--- config.mk ---
export PLATFORM = sky130hd
export DESIGN_NAME = menu_text_arbiter
export DESIGN_NICKNAME = d
export VERILOG_FILES = /design/src/rtl/menu_text_pkg.sv /design/src/rtl/menu_wr_fifo.sv /design/src/rtl/menu_text_arbiter.sv
export SDC_FILE = /design/constraint.sdc
export NUM_CORES = 1
export LEC_CHECK = 0
export CORE_ASPECT_RATIO = 1.1
export CORE_MARGIN = 1.5
export CORE_UTILIZATION = 50
export DETAILED_ROUTE_END_ITERATION = 8
export GPL_ROUTABILITY_DRIVEN = 0
export PLACE_DENSITY = 0.66
export SETUP_SLACK_MARGIN = 0.5
export SYNTH_ARGS = -nofsm -noshare
export SYNTH_HDL_FRONTEND = slang
export SYNTH_HIERARCHICAL = 1
export SYNTH_SLANG_ARGS = --single-unit
--- constraint.sdc ---
create_clock -name clk -period 8.8 [get_ports clk]
set_clock_uncertainty 0.1 [all_clocks]
set_input_delay 1.32 -clock clk [delete_from_list [all_inputs] [get_ports clk]]
set_output_delay 1.32 -clock clk [all_outputs]
set_load 0.01 [all_outputs]
--- src/rtl/menu_text_pkg.sv ---
// Shared constants, state encoding and address helpers for the menu text buffer.
package menu_text_pkg;

    localparam int unsigned ROWS      = 8;
    localparam int unsigned COLS      = 16;
    localparam logic [7:0]  FILL_CHAR = 8'h20;
    localparam int unsigned CELLS     = ROWS * COLS;
    localparam int unsigned ADDR_W    = $clog2(CELLS);
    localparam int unsigned ROW_W     = 3;
    localparam int unsigned COL_W     = 4;

    typedef enum logic [1:0] {
        StIdle,
        StDrain,
        StClear
    } state_e;

    function automatic logic [ADDR_W-1:0] rc_to_addr(input logic [ROW_W-1:0] row,
                                                     input logic [COL_W-1:0] col);
        return ADDR_W'(32'(row) * COLS + 32'(col));
    endfunction

    function automatic logic in_range(input logic [ROW_W-1:0] row,
                                      input logic [COL_W-1:0] col);
        return (32'(row) < ROWS) && (32'(col) < COLS);
    endfunction

endpackage

--- src/rtl/menu_wr_fifo.sv ---
// Small synchronous FIFO holding queued SoC character writes as {row, col, ch}.
module menu_wr_fifo #(
    parameter int unsigned DEPTH = 4,
    parameter int unsigned WIDTH = 15
) (
    input  logic             clk,
    input  logic             reset,
    input  logic             push,
    input  logic             pop,
    input  logic [WIDTH-1:0] wdata,
    output logic [WIDTH-1:0] rdata,
    output logic             full,
    output logic             empty
);

    localparam int unsigned PTR_W = $clog2(DEPTH);

    // Extra MSB on each pointer distinguishes full from empty.
    logic [PTR_W:0]   wr_ptr_q, rd_ptr_q;
    logic [WIDTH-1:0] mem_q [DEPTH];
    logic             do_push, do_pop;

    assign empty   = (wr_ptr_q == rd_ptr_q);
    assign full    = (wr_ptr_q[PTR_W] != rd_ptr_q[PTR_W]) &&
                     (wr_ptr_q[PTR_W-1:0] == rd_ptr_q[PTR_W-1:0]);
    assign do_push = push && !full;
    assign do_pop  = pop && !empty;
    assign rdata   = mem_q[rd_ptr_q[PTR_W-1:0]];

    always_ff @(posedge clk) begin
        if (reset) begin
            wr_ptr_q <= '0;
            rd_ptr_q <= '0;
        end else begin
            if (do_push) wr_ptr_q <= wr_ptr_q + (PTR_W+1)'(1);
            if (do_pop)  rd_ptr_q <= rd_ptr_q + (PTR_W+1)'(1);
        end
    end

    always_ff @(posedge clk) begin
        if (do_push) mem_q[wr_ptr_q[PTR_W-1:0]] <= wdata;
    end

endmodule

--- src/rtl/menu_text_arbiter.sv ---
// Menu text buffer with one RAM port shared by scanout reads (priority), a clear
// sequencer and a buffered SoC write path.
module menu_text_arbiter #(
    parameter logic [7:0]  FILL_CHAR = 8'h20,
    parameter int unsigned WR_DEPTH  = 4
) (
    input  logic       clk,
    input  logic       reset,
    input  logic       vid_req,
    input  logic [2:0] vid_row,
    input  logic [3:0] vid_col,
    output logic [7:0] vid_char,
    output logic       vid_valid,
    input  logic       wr_valid,
    output logic       wr_ready,
    input  logic [2:0] wr_row,
    input  logic [3:0] wr_col,
    input  logic [7:0] wr_ch,
    input  logic       clr_start,
    output logic       busy
);

    import menu_text_pkg::*;

    localparam int unsigned FIFO_W = ROW_W + COL_W + 8;

    state_e            state_q, state_d;
    logic [ADDR_W-1:0] clr_ptr_q, clr_ptr_d;
    logic [7:0]        vid_char_q;
    logic              vid_valid_q;
    logic [7:0]        mem [CELLS];

    logic              push, pop, fifo_full, fifo_empty;
    logic [FIFO_W-1:0] fifo_wdata, fifo_rdata;
    logic [ROW_W-1:0]  q_row;
    logic [COL_W-1:0]  q_col;
    logic [7:0]        q_ch;

    logic              mem_we;
    logic [ADDR_W-1:0] mem_waddr;
    logic [7:0]        mem_wdata;

    assign wr_ready   = !fifo_full && (state_q == StIdle);
    assign push       = wr_valid && wr_ready;
    assign fifo_wdata = {wr_row, wr_col, wr_ch};
    assign {q_row, q_col, q_ch} = fifo_rdata;
    assign busy       = (state_q != StIdle) || !fifo_empty;
    assign vid_char   = vid_char_q;
    assign vid_valid  = vid_valid_q;

    menu_wr_fifo #(
        .DEPTH(WR_DEPTH),
        .WIDTH(FIFO_W)
    ) u_wr_fifo (
        .clk  (clk),
        .reset(reset),
        .push (push),
        .pop  (pop),
        .wdata(fifo_wdata),
        .rdata(fifo_rdata),
        .full (fifo_full),
        .empty(fifo_empty)
    );

    always_comb begin
        state_d   = state_q;
        clr_ptr_d = clr_ptr_q;
        pop       = 1'b0;
        mem_we    = 1'b0;
        mem_waddr = clr_ptr_q;
        mem_wdata = FILL_CHAR;

        unique case (state_q)
            StIdle: begin
                if (clr_start) state_d = StDrain;
            end
            StDrain: begin
                if (fifo_empty) state_d = StClear;
            end
            StClear: begin
                // Scanout owns the port this cycle; the pointer waits rather than skips.
                if (!vid_req) begin
                    mem_we = 1'b1;
                    if (clr_ptr_q == ADDR_W'(CELLS - 1)) begin
                        state_d   = StIdle;
                        clr_ptr_d = '0;
                    end else begin
                        clr_ptr_d = clr_ptr_q + ADDR_W'(1);
                    end
                end
            end
            default: state_d = StClear;
        endcase

        if ((state_q != StClear) && !vid_req && !fifo_empty) begin
            pop       = 1'b1;
            mem_we    = in_range(q_row, q_col);
            mem_waddr = rc_to_addr(q_row, q_col);
            mem_wdata = q_ch;
        end

        if (reset) mem_we = 1'b0;
    end

    always_ff @(posedge clk) begin
        if (reset) begin
            state_q     <= StClear;
            clr_ptr_q   <= '0;
            vid_char_q  <= 8'h00;
            vid_valid_q <= 1'b0;
        end else begin
            state_q     <= state_d;
            clr_ptr_q   <= clr_ptr_d;
            vid_valid_q <= vid_req;
            if (vid_req) begin
                vid_char_q <= in_range(vid_row, vid_col) ?
                              mem[rc_to_addr(vid_row, vid_col)] : FILL_CHAR;
            end
        end
    end

    always_ff @(posedge clk) begin
        if (mem_we) mem[mem_waddr] <= mem_wdata;
    end

endmodule

==> results.tsv <==
metric	value	unit
area_growth	11.67	%
p_per_area	221.2	nW/um2
setup_viol	0	
place_hpwl	59.29	mm
cp-start-kind	input pin	
drtIter0Drc	2452	
worstPathCellList	clkdlybuf4s50_1, or3_1, inv_2, o31ai_1, nand2_1, nor2_1	
p_total	10.73	mW
cts_tree	built	
tns	0	ps
cts.clk_slew.worst_paths	60	ps
netlist.top_cell.by_area	edfxtp_1	
ys_warn_count	6	
yosysSeqAreaShare	0.7618	
syn_avg_cell_area	21.21	um2
start_util	0.5034	
cts_num_sinks	1110	
netSwitchingFraction	0.1985	
grt_pass1_wl	144.9	mm
top_level_ports	38	
vias_per_cell	6.108	
fp.dieArea	88610	um2
worstPathArrival	5510	ps
pwr-share-seq	0.534	
grt_use_met3	0.03876	
power.switching	2.129	mW
cp.required	9010	ps
fp.dieH	312.0	um
die_x	284.0	um
maxCapViolations	0	
pre_cts_ws	2875	ps
max_stage_delay	1030	ps
finalHoldViolCount	0	
clock_latency	680	ps
max_freq	188.7	MHz
syn_nets	2080	
rsz0062_at_grt	no	
drv_slew	0	
grt_max_degree	89	
worst_r2r_path_depth	8	
rows	113	
fin_crit_sh	0.6023	
combPwrFrac	0.029	
clkPwrFrac	0.436	
netlist_instances	2047	
grt_usage	0.2230	
synth_top_area_frac	0.7498	
grt.busiest_layer	met2	
overflow	0	
whs_path_depth	2	
grt_pass1_vias	21440	
worst_pin_slew	1140	ps
io_buffers	37	
ys_async_sr_fraction	0	
ys_seq_elements	1110	
htreeDepth	3	
fillers	6306	
synth_area_leaders	edfxtp_1, mux4_2, nor2_1, dfxtp_1, mux2i_1	
crit_path_top_delay_cell	clkdlybuf4s50_1	
fin_crit	5300	ps
setup_ws	3500	ps
yosys.cell_types.count	58	
route.detailed.drc	0	
root_buffer	clkbuf_16	
status	finished, final reports clean	
synthesis.area	43410	um2
wire_per_inst	28.94	um
met1_usage	0.3142	
path_class	input pin to register	
synth_edf_count	1084	
cts_buffers	104	
wirelength	97.27	mm
synthFlopType	edfxtp_1	
layout-drive-gt1-share	0.2329	
diodes	0	
met2_usage	0.3595	
end_kind	register	
antenna_found_initial	1	
leakage	13.70	nW
core	86250	um2
cts-resized-gates	0	
p_int	8.597	mW
clockBufferDepth	3	
fin_nets	2155	
num_vias	20530	
cts_setup_buffers	0	
hold_path.class	register to register	
critPathMaxFanout	28	
ant_nets	0	
hold_buffers	0	
first_pass_iters	5	
relSlewSlack	0.2400	
max-vdd-ir-drop	0.1612	mV
final cells by class:
cell class	instances	area (um2)	share of cell area
clock buffer	130	2805	0.05786
clock inverter	65	793.3	0.01636
inverter	8	30.03	0.0006194
multi-input combinational	821	9630	0.1986
sequential	1110	33070	0.6822
tap	1150	1439	0.02968
timing repair buffer	77	710.7	0.01466
kinds of logic (layout without fill, tap and decap cells):
| family | Yosys count | after routing | share of synthesized area |
|---|---|---|---|
| xor gates and xnor gates | 9 | 9 | 0.001816 |
| adders and majority gates | 6 | 6 | 0.001729 |
| muxes | 325 | 325 | 0.1568 |
| DFF | 1110 | 1110 | 0.7618 |
| AOI/OAI and AO/OA | 164 | 164 | 0.02718 |
| and+or+nand+nor | 317 | 317 | 0.03361 |
| buffers and inverters | 116 | 280 | 0.01712 |
critical path: cells and delay by family:
family	cells	cell delay (ps)
buffers and inverters	2	1360
AO/OA/AOI/OAI	1	960
AND/OR/NAND/NOR	3	1850
per-stage QoR:
step / cell area [um2] / std cells / hold WS (ps) / util
after CTS: 48480 / 3361 / 437.3 / 0.5621
after detailed placement: 44880 / 3166 / 427.2 / 0.5204
after floorplan: 43410 / 2047 / 377.6 / -
after global placement: 44880 / 3166 / 405.6 / 0.5204
after global routing: 48480 / 3361 / 466.1 / 0.5621
final: 48480 / 3361 / 439.0 / 0.5621
registers in the layout, indices dropped and copies added (netlist names), named ones only:
name                cells
mem                  1024
u_wr_fifo/mem_q        60
vid_char                8
clr_ptr_q               7
u_wr_fifo/rd_ptr_q      3
u_wr_fifo/wr_ptr_q      3
state_q                 2
vid_valid               1
layout by cell type (no fill, tap or decap), types with 7 or more instances in the layout:
cell and count:
a31oi_1 9, a22oi_1 26, clkbuf_1 20, o21ai_0 11, bufinv_16 16, nand2_1 52
buf_4 38, a221oi_1 10, nand3b_1 10, nand2b_1 8, clkinv_2 17, a2111oi_0 9
o211ai_1 10, nor2_1 153, and2_4 7, a22o_1 12, edfxtp_1 1084, nor2b_1 11
clkbuf_16 108, mux2_2 9, nand3_1 14, clkinv_1 17, nor4_1 7, o22ai_1 17
inv_1 7, a21oi_1 26, clkdlybuf4s50_1 33, a211oi_1 10, nor3_1 16, mux2i_1 33
mux4_2 283, dfxtp_1 26
synth_stat cells, types with 12 or more instances:
| cell type | count |
|---|---|
| nor2_1 | 154 |
| nand3_1 | 14 |
| mux4_2 | 283 |
| nor2b_1 | 13 |
| and2_1 | 13 |
| mux2i_1 | 33 |
| nor3_1 | 16 |
| buf_6 | 21 |
| a21oi_1 | 26 |
| a22o_1 | 12 |
| o22ai_1 | 17 |
| a22oi_1 | 26 |
| nand2_1 | 52 |
| edfxtp_1 | 1084 |
| buf_4 | 21 |
| buf_2 | 28 |
| clkbuf_1 | 32 |
| dfxtp_1 | 26 |
path summary, 6_finish.rpt:
kind / start / endpoint / slack (ps)
setup reg to reg: u_wr_fifo/rd_ptr_q[0] / mem[97][3] / 3680
hold reg to reg: u_wr_fifo/wr_ptr_q[2] / u_wr_fifo/wr_ptr_q[2] / 440
hold / removal: u_wr_fifo/wr_ptr_q[2] / u_wr_fifo/wr_ptr_q[2] / 440
setup / recovery: vid_req / mem[97][3] / 3500
layer usage:
| layer | vias to the layer above | wire length (um) |
|---|---|---|
| li1 | 8731 | - |
| met1 | 10770 | 39890 |
| met2 | 870 | 47560 |
| met3 | 154 | 7254 |
| met4 | 2 | 2553 |
| met5 | - | 12 |
power by group through the flow:
stage	clock network [mW]	logic, mW	registers, mW
3_3_place_gp	0	0.313	5.84
6_report	4.68	0.314	5.73
2_1_floorplan	0	0.219	5.84
3_5_place_dp	0	0.317	5.84
4_1_cts	4.74	0.317	5.73
5_1_grt	4.94	0.333	5.73
(Power assumes the default switching activity.)
